$ cat config.mk
export PLATFORM = sky130hd
export DESIGN_NAME = fetch_unit
export DESIGN_NICKNAME = d
export VERILOG_FILES = /design/src/rtl/risc_pkg.sv /design/src/rtl/fetch_buf.sv /design/src/rtl/fetch_unit.sv
export SDC_FILE = /design/constraint.sdc
export NUM_CORES = 1
export LEC_CHECK = 0
export CELL_PAD_IN_SITES_DETAIL_PLACEMENT = 2
export CELL_PAD_IN_SITES_GLOBAL_PLACEMENT = 2
export CORE_MARGIN = 2
export CORE_UTILIZATION = 37
export DETAILED_ROUTE_END_ITERATION = 16
export PLACE_DENSITY = 0.93
export SLEW_MARGIN = 20
export SYNTH_ARGS = -nofsm -noshare
export SYNTH_HDL_FRONTEND = slang
export SYNTH_SLANG_ARGS = --single-unit
$ cat constraint.sdc
create_clock -name clk -period 6.3 [get_ports clk]
set_input_delay 0.63 -clock clk [delete_from_list [all_inputs] [get_ports clk]]
set_output_delay 0.63 -clock clk [all_outputs]
set_load 0.05 [all_outputs]
$ cat src/rtl/risc_pkg.sv
// ISA constants shared by the fetch and control units.
// Holds opcode encodings and a small opcode decode helper.
package risc_pkg;

  localparam logic [3:0] OP_ADD   = 4'h0;
  localparam logic [3:0] OP_SUB   = 4'h1;
  localparam logic [3:0] OP_LOAD  = 4'h4;
  localparam logic [3:0] OP_STORE = 4'h5;
  localparam logic [3:0] OP_HALT  = 4'hF;

  function automatic logic is_halt(input logic [3:0] opcode);
    return opcode == OP_HALT;
  endfunction

endpackage

$ cat src/rtl/fetch_buf.sv
// Two-entry FIFO with flush; head is combinational, push/pop take effect at the edge.
// A push into a full buffer is accepted only when a pop happens in the same cycle.
module fetch_buf #(
  parameter int W = 24
) (
  input  logic         clk,
  input  logic         rst,
  input  logic         push_i,
  input  logic [W-1:0] push_dat_i,
  input  logic         pop_i,
  input  logic         flush_i,
  output logic [W-1:0] head_dat_o,
  output logic         full_o,
  output logic         empty_o
);

  logic [W-1:0] mem_q [2];
  logic         rd_q, rd_d;
  logic         wr_q, wr_d;
  logic [1:0]   cnt_q, cnt_d;
  logic         do_push, do_pop;

  always_comb begin
    do_pop  = pop_i && (cnt_q != 2'd0);
    do_push = push_i && ((cnt_q != 2'd2) || do_pop);
    rd_d    = rd_q ^ do_pop;
    wr_d    = wr_q ^ do_push;
    cnt_d   = cnt_q + {1'b0, do_push} - {1'b0, do_pop};
  end

  // Flush shares the reset path so it overrides a same-cycle push.
  always_ff @(posedge clk) begin
    if (rst || flush_i) begin
      rd_q  <= 1'b0;
      wr_q  <= 1'b0;
      cnt_q <= 2'd0;
    end else begin
      rd_q  <= rd_d;
      wr_q  <= wr_d;
      cnt_q <= cnt_d;
    end
  end

  always_ff @(posedge clk) begin
    if (do_push) mem_q[wr_q] <= push_dat_i;
  end

  assign head_dat_o = mem_q[rd_q];
  assign full_o     = (cnt_q == 2'd2);
  assign empty_o    = (cnt_q == 2'd0);

endmodule

$ cat src/rtl/fetch_unit.sv
// Instruction fetch: PC sequencing into a 2-deep {instr, pc} buffer, first valid 2 cycles after reset.
// Requests are throttled so buffered + in-flight never exceeds 2; stalls hold the head.
module fetch_unit
  import risc_pkg::*;
#(
  parameter int ADDR_W  = 8,
  parameter int INSTR_W = 16
) (
  input  logic               clk,
  input  logic               rst,
  output logic               imem_en,
  output logic [ADDR_W-1:0]  imem_addr,
  input  logic [INSTR_W-1:0] imem_rdata,
  output logic               if_valid,
  input  logic               if_ready,
  output logic [INSTR_W-1:0] if_instr,
  output logic [ADDR_W-1:0]  if_pc,
  input  logic               redirect_valid,
  input  logic [ADDR_W-1:0]  redirect_pc,
  output logic               halted
);

  localparam int ENT_W = INSTR_W + ADDR_W;

  localparam logic [0:0] ST_FETCH = 1'b0;
  localparam logic [0:0] ST_HALT  = 1'b1;

  logic [0:0]        state_q, state_d;
  logic [ADDR_W-1:0] pc_q, pc_d;
  logic              infl_q, infl_d;
  logic [ADDR_W-1:0] infl_addr_q, infl_addr_d;

  logic              buf_full, buf_empty;
  logic [ENT_W-1:0]  buf_head;
  logic              pop, push, push_halt;
  logic [2:0]        occ;

  fetch_buf #(.W(ENT_W)) u_buf (
    .clk        (clk),
    .rst        (rst),
    .push_i     (push),
    .push_dat_i ({imem_rdata, infl_addr_q}),
    .pop_i      (pop),
    .flush_i    (redirect_valid),
    .head_dat_o (buf_head),
    .full_o     (buf_full),
    .empty_o    (buf_empty)
  );

  assign if_valid  = !buf_empty && !rst;
  assign if_instr  = buf_head[ENT_W-1 -: INSTR_W];
  assign if_pc     = buf_head[ADDR_W-1:0];
  assign halted    = (state_q == ST_HALT) && buf_empty && !rst;
  assign imem_addr = pc_q;

  always_comb begin
    pop       = if_valid && if_ready;
    // Responses returning while halted belong to requests issued before the HALT and are dropped.
    push      = infl_q && (state_q == ST_FETCH) && !redirect_valid && !rst;
    push_halt = push && is_halt(imem_rdata[INSTR_W-1 -: 4]);
    occ       = (buf_full ? 3'd2 : (buf_empty ? 3'd0 : 3'd1))
              + {2'b00, infl_q} - {2'b00, pop};
    imem_en   = !rst && !redirect_valid && (state_q == ST_FETCH)
              && !push_halt && (occ < 3'd2);

    state_d     = state_q;
    pc_d        = pc_q;
    infl_d      = imem_en;
    infl_addr_d = infl_addr_q;
    if (redirect_valid) begin
      state_d = ST_FETCH;
      pc_d    = redirect_pc;
      infl_d  = 1'b0;
    end else begin
      if (push_halt) state_d = ST_HALT;
      if (imem_en) begin
        pc_d        = pc_q + 1'b1;
        infl_addr_d = pc_q;
      end
    end
  end

  always_ff @(posedge clk) begin
    if (rst) begin
      state_q     <= ST_FETCH;
      pc_q        <= '0;
      infl_q      <= 1'b0;
      infl_addr_q <= '0;
    end else begin
      state_q     <= state_d;
      pc_q        <= pc_d;
      infl_q      <= infl_d;
      infl_addr_q <= infl_addr_d;
    end
  end

endmodule

==> flow_summary.yaml, run 1 <==
outcome:
  run_status: "complete, no violations"
clock_tree:
  cts_root_buffer: "clkbuf_8"
  tritoncts.num_buffers: 9
  cts_repair_resize_count: 0
  clock_tree.buffer_depth: 2
  clkLatencyLatePin_ns: 0.34
  cts_post_setup_buffers_inserted: 0
  clock_h_tree_levels: 3
  tritoncts: "built"
  cts_hold_buffers: 0
  clock_sinks: 70
  clkTransAtPathRegs_ns: 0.08
timing:
  min_period_over_period: 0.742
  timing.final.hold_violations: 0
  fmax_mhz: 214
  slew-limit-headroom: 0.359
  timing.final.crit_period_ns: 4.67
  final-setup-viol-count: 0
  totalNegativeSetupSlack_ns: 0
  finClkSkew_ns: 0.00647
  worst-slew-pin-transition_ns: 0.958
  slew_violations: 0
  worst_hold_slack_ns: 0.451
  rsz_0062_raised_after_global_routing: "false"
floorplanning:
  floorplan.initialDensity: 0.381
  fp-row-count: 32
  chipHeight_um: 93.2
  io-pin-count: 63
  area_of_the_die_um2: 8690
  core_um2: 7730
  die_w_um: 93.2
place:
  numPortBuffers: 62
  detailed_place_hpwl_um: 5030
  routability_congestion_estimate_from_global_placement: 0.770
  placed_cell_area_um2: 3660
setup_path:
  critPathMaxFanout: 25
  timing_worst_setup_path_type: "in2out"
  startpoint_type: "primary input"
  crit_required_ns: 5.67
  critPathArrivalTime_ns: 4.04
  endpoint_kind: "output port"
cells_and_area:
  drive_gt1_frac: 0.189
  most_common_library_cell_in_the_layout_ignoring_fill_and_taps: "clkdlybuf4s50_1"
  diodes: 0
  stdcell_area_um2: 3880
  synthToLayoutAreaGrowth_pct: 31.6
  most-common-layout-cells: "clkdlybuf4s50_1, edfxtp_1, mux2_2"
  design.final.nets: 310
  final_util: 0.502
routing:
  drt_pass1_iterations: 4
  count_of_routing_violations_after_the_opening_detailed_route_iteration: 74
  average_wire_per_cell_in_the_routed_design_um: 19.6
  drc_errors: 0
  vias_per_cell: 5.14
  num_vias: 1970
  finalWirelength_um: 7510
  count_of_antenna_violating_nets_left_after_detailed_routing: 0
logic_synthesis:
  synth.mux.area_fraction: 0.0917
  yosys.area_share.simple: 0.0896
  syn_area_um2: 2950
  syn-mean-instance-area_um2: 13.8
  post_synth_num_cell_types: 36
  syn_nets: 247
  yosysWarningCount: 0
  post_synthesis_sequential_area_ratio: 0.639
  share_of_the_synthesized_area_in_compound_gates_ao_oa_aoi_oai: 0.0964
  netlist_instances: 213
  dominant_combinational_cell_family_by_area_after_synthesis: "compound AO/OA/AOI/OAI gates"
  post_synth_xor_area_fraction: 0.0246
  synth-adder-area-share: 0.0255
  synth-seq-cells: 70
hold_path:
  hold_class: "reg2reg"
global_routing:
  globalRouteOverflowTotal: 0
  grt_use_total: 0.187
  number_of_global_route_vias_before_repair: 2201
  grt_max_degree: 27
  antenna_found_initial: 0
  grt_pass1_wl_um: 12100
power:
  vdd_drop_max_v: 0.000131
  power.static_leakage_nw: 1.35
  post-layout-total-power_mw: 0.995
  power_density_nw_per_um2: 257
job:
  max_cap_violations: 0
[stage by stage]
step                      std cells  setup WS [ns]
after floorplan                 213           3.12
after global placement          367           1.83
after detailed placement        367           1.67
after CTS                       383           1.60
after global routing            383           1.46
final                           383           1.63
[registers in the layout, indices dropped and copies added (netlist names)]
signal       flops
u_buf.rd_q       1
state_q          1
infl_addr_q      8
u_buf.mem_q     48
u_buf.cnt_q      2
infl_q           1
u_buf.wr_q       1
imem_addr        8
[metal layers]
layer / vias up / global-route usage / routed length, um
met3: 11 / 0.0524 / 334
met2: 70 / 0.339 / 3980
met1: 960 / 0.207 / 3060
met4: 0 / 0.0674 / 146
met5: - / 0 / 0
li1: 929 / - / -
[synthesized netlist by cell type]
master,count,area [um2]
o211ai_1,1,7.51
nand3b_1,1,7.51
a21oi_1,12,60.1
a311oi_1,5,43.8
nor3b_1,2,15.0
xnor3_1,1,22.5
edfxtp_1,48,1440
o31ai_1,1,7.51
mux2_2,24,270
a211oi_1,1,7.51
and4_4,1,11.3
a2111oi_2,5,75.1
o21ai_0,9,45.0
inv_1,13,48.8
xnor2_1,2,17.5
nor4b_1,1,8.76
nor2_1,3,11.3
nand3_1,9,45.0
a21boi_1,1,7.51
clkbuf_1,7,26.3
xor2_1,1,8.76
nand2_1,6,22.5
buf_2,4,20.0
buf_1,1,3.75
or3_1,1,6.26
o311a_1,1,10.0
dfxtp_1,22,440
o21ba_2,1,10.0
nor2b_1,6,37.5
and2b_2,1,8.76
ha_1,6,75.1
a21bo_1,1,10.0
and3_1,4,25.0
and4_1,4,35.0
xor3_1,1,23.8
nor3_1,6,30.0
[cell type report]
| type | instances | area, um2 |
|---|---|---|
| timing repair buffer | 64 | 636 |
| clock buffer | 9 | 124 |
| clock inverter | 7 | 88.8 |
| sequential | 70 | 1880 |
| fill | 718 | 3850 |
| multi-input combinational | 118 | 971 |
| tap | 102 | 128 |
| inverter | 13 | 48.8 |
[worst max-delay path, cell delays in order]
cell,delay (ns)
clkdlybuf4s50_1,0.45
buf_4,0.29
o21ba_2,0.21
nand2_1,0.12
inv_1,0.07
ha_1,0.26
nor2b_1,0.20
xnor3_1,0.63
nand2_1,0.23
inv_1,0.12
clkdlybuf4s50_1,0.81
[logic make-up (layout without fill, tap and decap cells)]
family / Yosys count / after routing
fa+ha+maj: 6 / 6
buf+inv: 25 / 93
xor+xnor: 5 / 5
compound gates: 38 / 38
flops: 70 / 70
mux: 24 / 24
simple gates: 45 / 45
[path summary, 6_finish.rpt]
check / from / end / depth (start not counted) / slack, ns
setup / recovery: rst / imem_en / 11 / 1.63
hold / removal: infl_addr_q[7]$_SDFFE_PP0P_ / u_buf.mem_q[1][7]$_DFFE_PP_ / 0 / 0.45
setup reg to reg: u_buf.cnt_q[1]$_SDFF_PP0_ / imem_addr[6]$_SDFFE_PP0P_ / 8 / 3.76
hold reg to reg: infl_addr_q[7]$_SDFFE_PP0P_ / u_buf.mem_q[1][7]$_DFFE_PP_ / 0 / 0.45
[where the power goes]
part	total (mW)	switching, mW	internal [mW]
Clock	0.390	0.169	0.221
Combinational	0.0952	0.0550	0.0402
Sequential	0.510	0.0107	0.500
No activity file was read; power rests on OpenSTA's default activity.
==> inputs of run 2 (changes only) <==
--- a/config.mk
+++ b/config.mk
@@ -8,9 +8,9 @@
 export CELL_PAD_IN_SITES_DETAIL_PLACEMENT = 2
 export CELL_PAD_IN_SITES_GLOBAL_PLACEMENT = 2
 export CORE_MARGIN = 2
-export CORE_UTILIZATION = 37
+export CORE_UTILIZATION = 34
 export DETAILED_ROUTE_END_ITERATION = 16
-export PLACE_DENSITY = 0.93
+export PLACE_DENSITY = 0.87
 export SLEW_MARGIN = 20
 export SYNTH_ARGS = -nofsm -noshare
 export SYNTH_HDL_FRONTEND = slang
==> constraint.sdc (replaced) <==
create_clock -name clk -period 4.6 [get_ports clk]
set_input_delay 0.46 -clock clk [delete_from_list [all_inputs] [get_ports clk]]
set_output_delay 0.46 -clock clk [all_outputs]
set_load 0.05 [all_outputs]
==> run 2 against run 1 <==
Compared with the run above: critical path depth is the same; die area grew 8.4%; first-iteration DRC count shrank 49%; largest cell class unchanged; non-clock buffer count grew 1; sequential share of layout area grew 0.28 points; power grew 30%; largest power group unchanged; wire length shrank 0.69%.
==> flow_summary.yaml, run 2 (synthesized netlist as in run 1, its figures left out) <==
outcome:
  run_status: "complete, no violations"
cells_and_area:
  most_common_library_cell_in_the_layout_ignoring_fill_and_taps: "clkdlybuf4s50_1"
  synthToLayoutAreaGrowth_pct: 30.9
  stdcell_area_um2: 3860
  diodes: 0
  regMostFlops: "u_buf.mem_q"
  cell_count_final_fillers_out: 387
  most-common-layout-cells: "clkdlybuf4s50_1, edfxtp_1, mux2_2"
  final_util: 0.465
  design.final.nets: 311
  largest_register_ff_count: 48
  drive_gt1_frac: 0.181
routing:
  vias_per_cell: 5.12
  count_of_antenna_violating_nets_left_after_detailed_routing: 0
  drc_errors: 0
  num_vias: 1981
  finalWirelength_um: 7460
  count_of_routing_violations_after_the_opening_detailed_route_iteration: 38
  drt_pass1_iterations: 4
  average_wire_per_cell_in_the_routed_design_um: 19.3
setup_path:
  worstPathCellList: "clkdlybuf4s50_1 > buf_4 > o21ba_2 > nand2_1 > inv_1 > ha_1 > nor2b_1 > xnor3_1 > nand2_1 > inv_1 > buf_4"
  critical_path.max_stage_delay_ns: 0.61
  startpoint_type: "primary input"
  timing_worst_setup_path_type: "in2out"
  crit_required_ns: 4.14
  slowest_stage_cell_cp: "xnor3_1"
  endpoint_kind: "output port"
  critPathMaxFanout: 25
  critPathArrivalTime_ns: 3.27
timing:
  rsz_0062_raised_after_global_routing: "false"
  timing.final.crit_period_ns: 3.73
  timing.final.hold_violations: 0
  worst-slew-pin-transition_ns: 0.660
  final-setup-viol-count: 0
  slew_violations: 0
  totalNegativeSetupSlack_ns: 0
  finClkSkew_ns: 0.00471
  slew-limit-headroom: 0.560
  fmax_mhz: 268
  min_period_over_period: 0.811
clock_tree:
  clock_sinks: 70
  cts_repair_resize_count: 0
  clock_h_tree_levels: 3
  clkTransAtPathRegs_ns: 0.07
  tritoncts.num_buffers: 9
  clock_tree.buffer_depth: 2
  cts_post_setup_buffers_inserted: 0
  tritoncts: "built"
  cts_root_buffer: "clkbuf_8"
  cts_hold_buffers: 0
  clkLatencyLatePin_ns: 0.34
floorplanning:
  core_um2: 8300
  floorplan.initialDensity: 0.355
  die_w_um: 97.1
  fp-row-count: 33
  io-pin-count: 63
  area_of_the_die_um2: 9430
  chipHeight_um: 97.1
place:
  numPortBuffers: 62
  routability_congestion_estimate_from_global_placement: 0.723
  placed_cells: 371
  placed_cell_area_um2: 3670
  detailed_place_hpwl_um: 5120
global_routing:
  grt_use_total: 0.166
  antenna_found_initial: 0
  grt_pass1_wl_um: 11900
  number_of_global_route_vias_before_repair: 2124
  grt_max_degree: 27
  globalRouteOverflowTotal: 0
hold_path:
  hold_class: "reg2reg"
power:
  power.static_leakage_nw: 1.33
  power_density_nw_per_um2: 337
  vdd_drop_max_v: 0.000113
job:
  max_cap_violations: 0
-- run 2: cell types whose count changed in the layout (fill, tap and decap cells not counted), sizes merged --
cell,before,now
clkinvlp,0,1
clkinv,5,3
bufinv,2,1
clkdlybuf4s50,62,61
buf,2,4
clkbuf,9,11
-- run 2: stage by stage --
| step | hold slack (ns) | total power [mW] | worst slack, ns |
|---|---|---|---|
| after floorplan | 0.419 | 0.781 | 1.76 |
| after detailed placement | 0.440 | 0.844 | 0.906 |
| after global routing | 0.459 | 1.35 | 0.615 |
| after global placement | 0.428 | 0.836 | 1.06 |
| final | 0.456 | 1.30 | 0.868 |
| after CTS | 0.458 | 1.31 | 0.835 |
-- run 2: path summary, 6_finish.rpt --
kind	from	endpoint	slack, ns	cells past startpoint
min	infl_addr_q[1]$_SDFFE_PP0P_	u_buf.mem_q[1][1]$_DFFE_PP_	0.46	0
max reg2reg	u_buf.cnt_q[1]$_SDFF_PP0_	imem_addr[6]$_SDFFE_PP0P_	2.08	8
min reg2reg	infl_addr_q[1]$_SDFFE_PP0P_	u_buf.mem_q[1][1]$_DFFE_PP_	0.46	0
max	rst	imem_en	0.87	11
-- run 2: area by class of cell --
| cell class | count | area (um2) |
|---|---|---|
| Clock buffer | 11 | 131 |
| Clock inverter | 5 | 50.0 |
| Fill cell | 818 | 4440 |
| Inverter | 13 | 48.8 |
| Multi-Input combinational cell | 118 | 971 |
| Sequential cell | 70 | 1880 |
| Tap cell | 105 | 131 |
| Timing Repair Buffer | 65 | 641 |
-- run 2: report_power, final --
| part | leakage, nW | switching, mW | internal (mW) |
|---|---|---|---|
| Sequential | 0.612 | 0.0142 | 0.684 |
| Combinational | 0.631 | 0.0749 | 0.0554 |
| Clock | 0.0884 | 0.223 | 0.246 |
-- run 2: critical path: cells and delay by family --
family,cells,cell delay (ns)
simple gates,3,0.56
xor+xnor,1,0.61
fa+ha+maj,1,0.27
compound gates,1,0.23
buf+inv,5,1.14
-- run 2: routing by layer --
| metal | up-vias | global-route usage | wire length (um) |
|---|---|---|---|
| li1 | 929 | - | - |
| met1 | 985 | 0.203 | 3240 |
| met2 | 58 | 0.284 | 3780 |
| met3 | 9 | 0.0353 | 324 |
| met4 | 0 | 0.0683 | 114 |
| met5 | - | 0 | 0 |
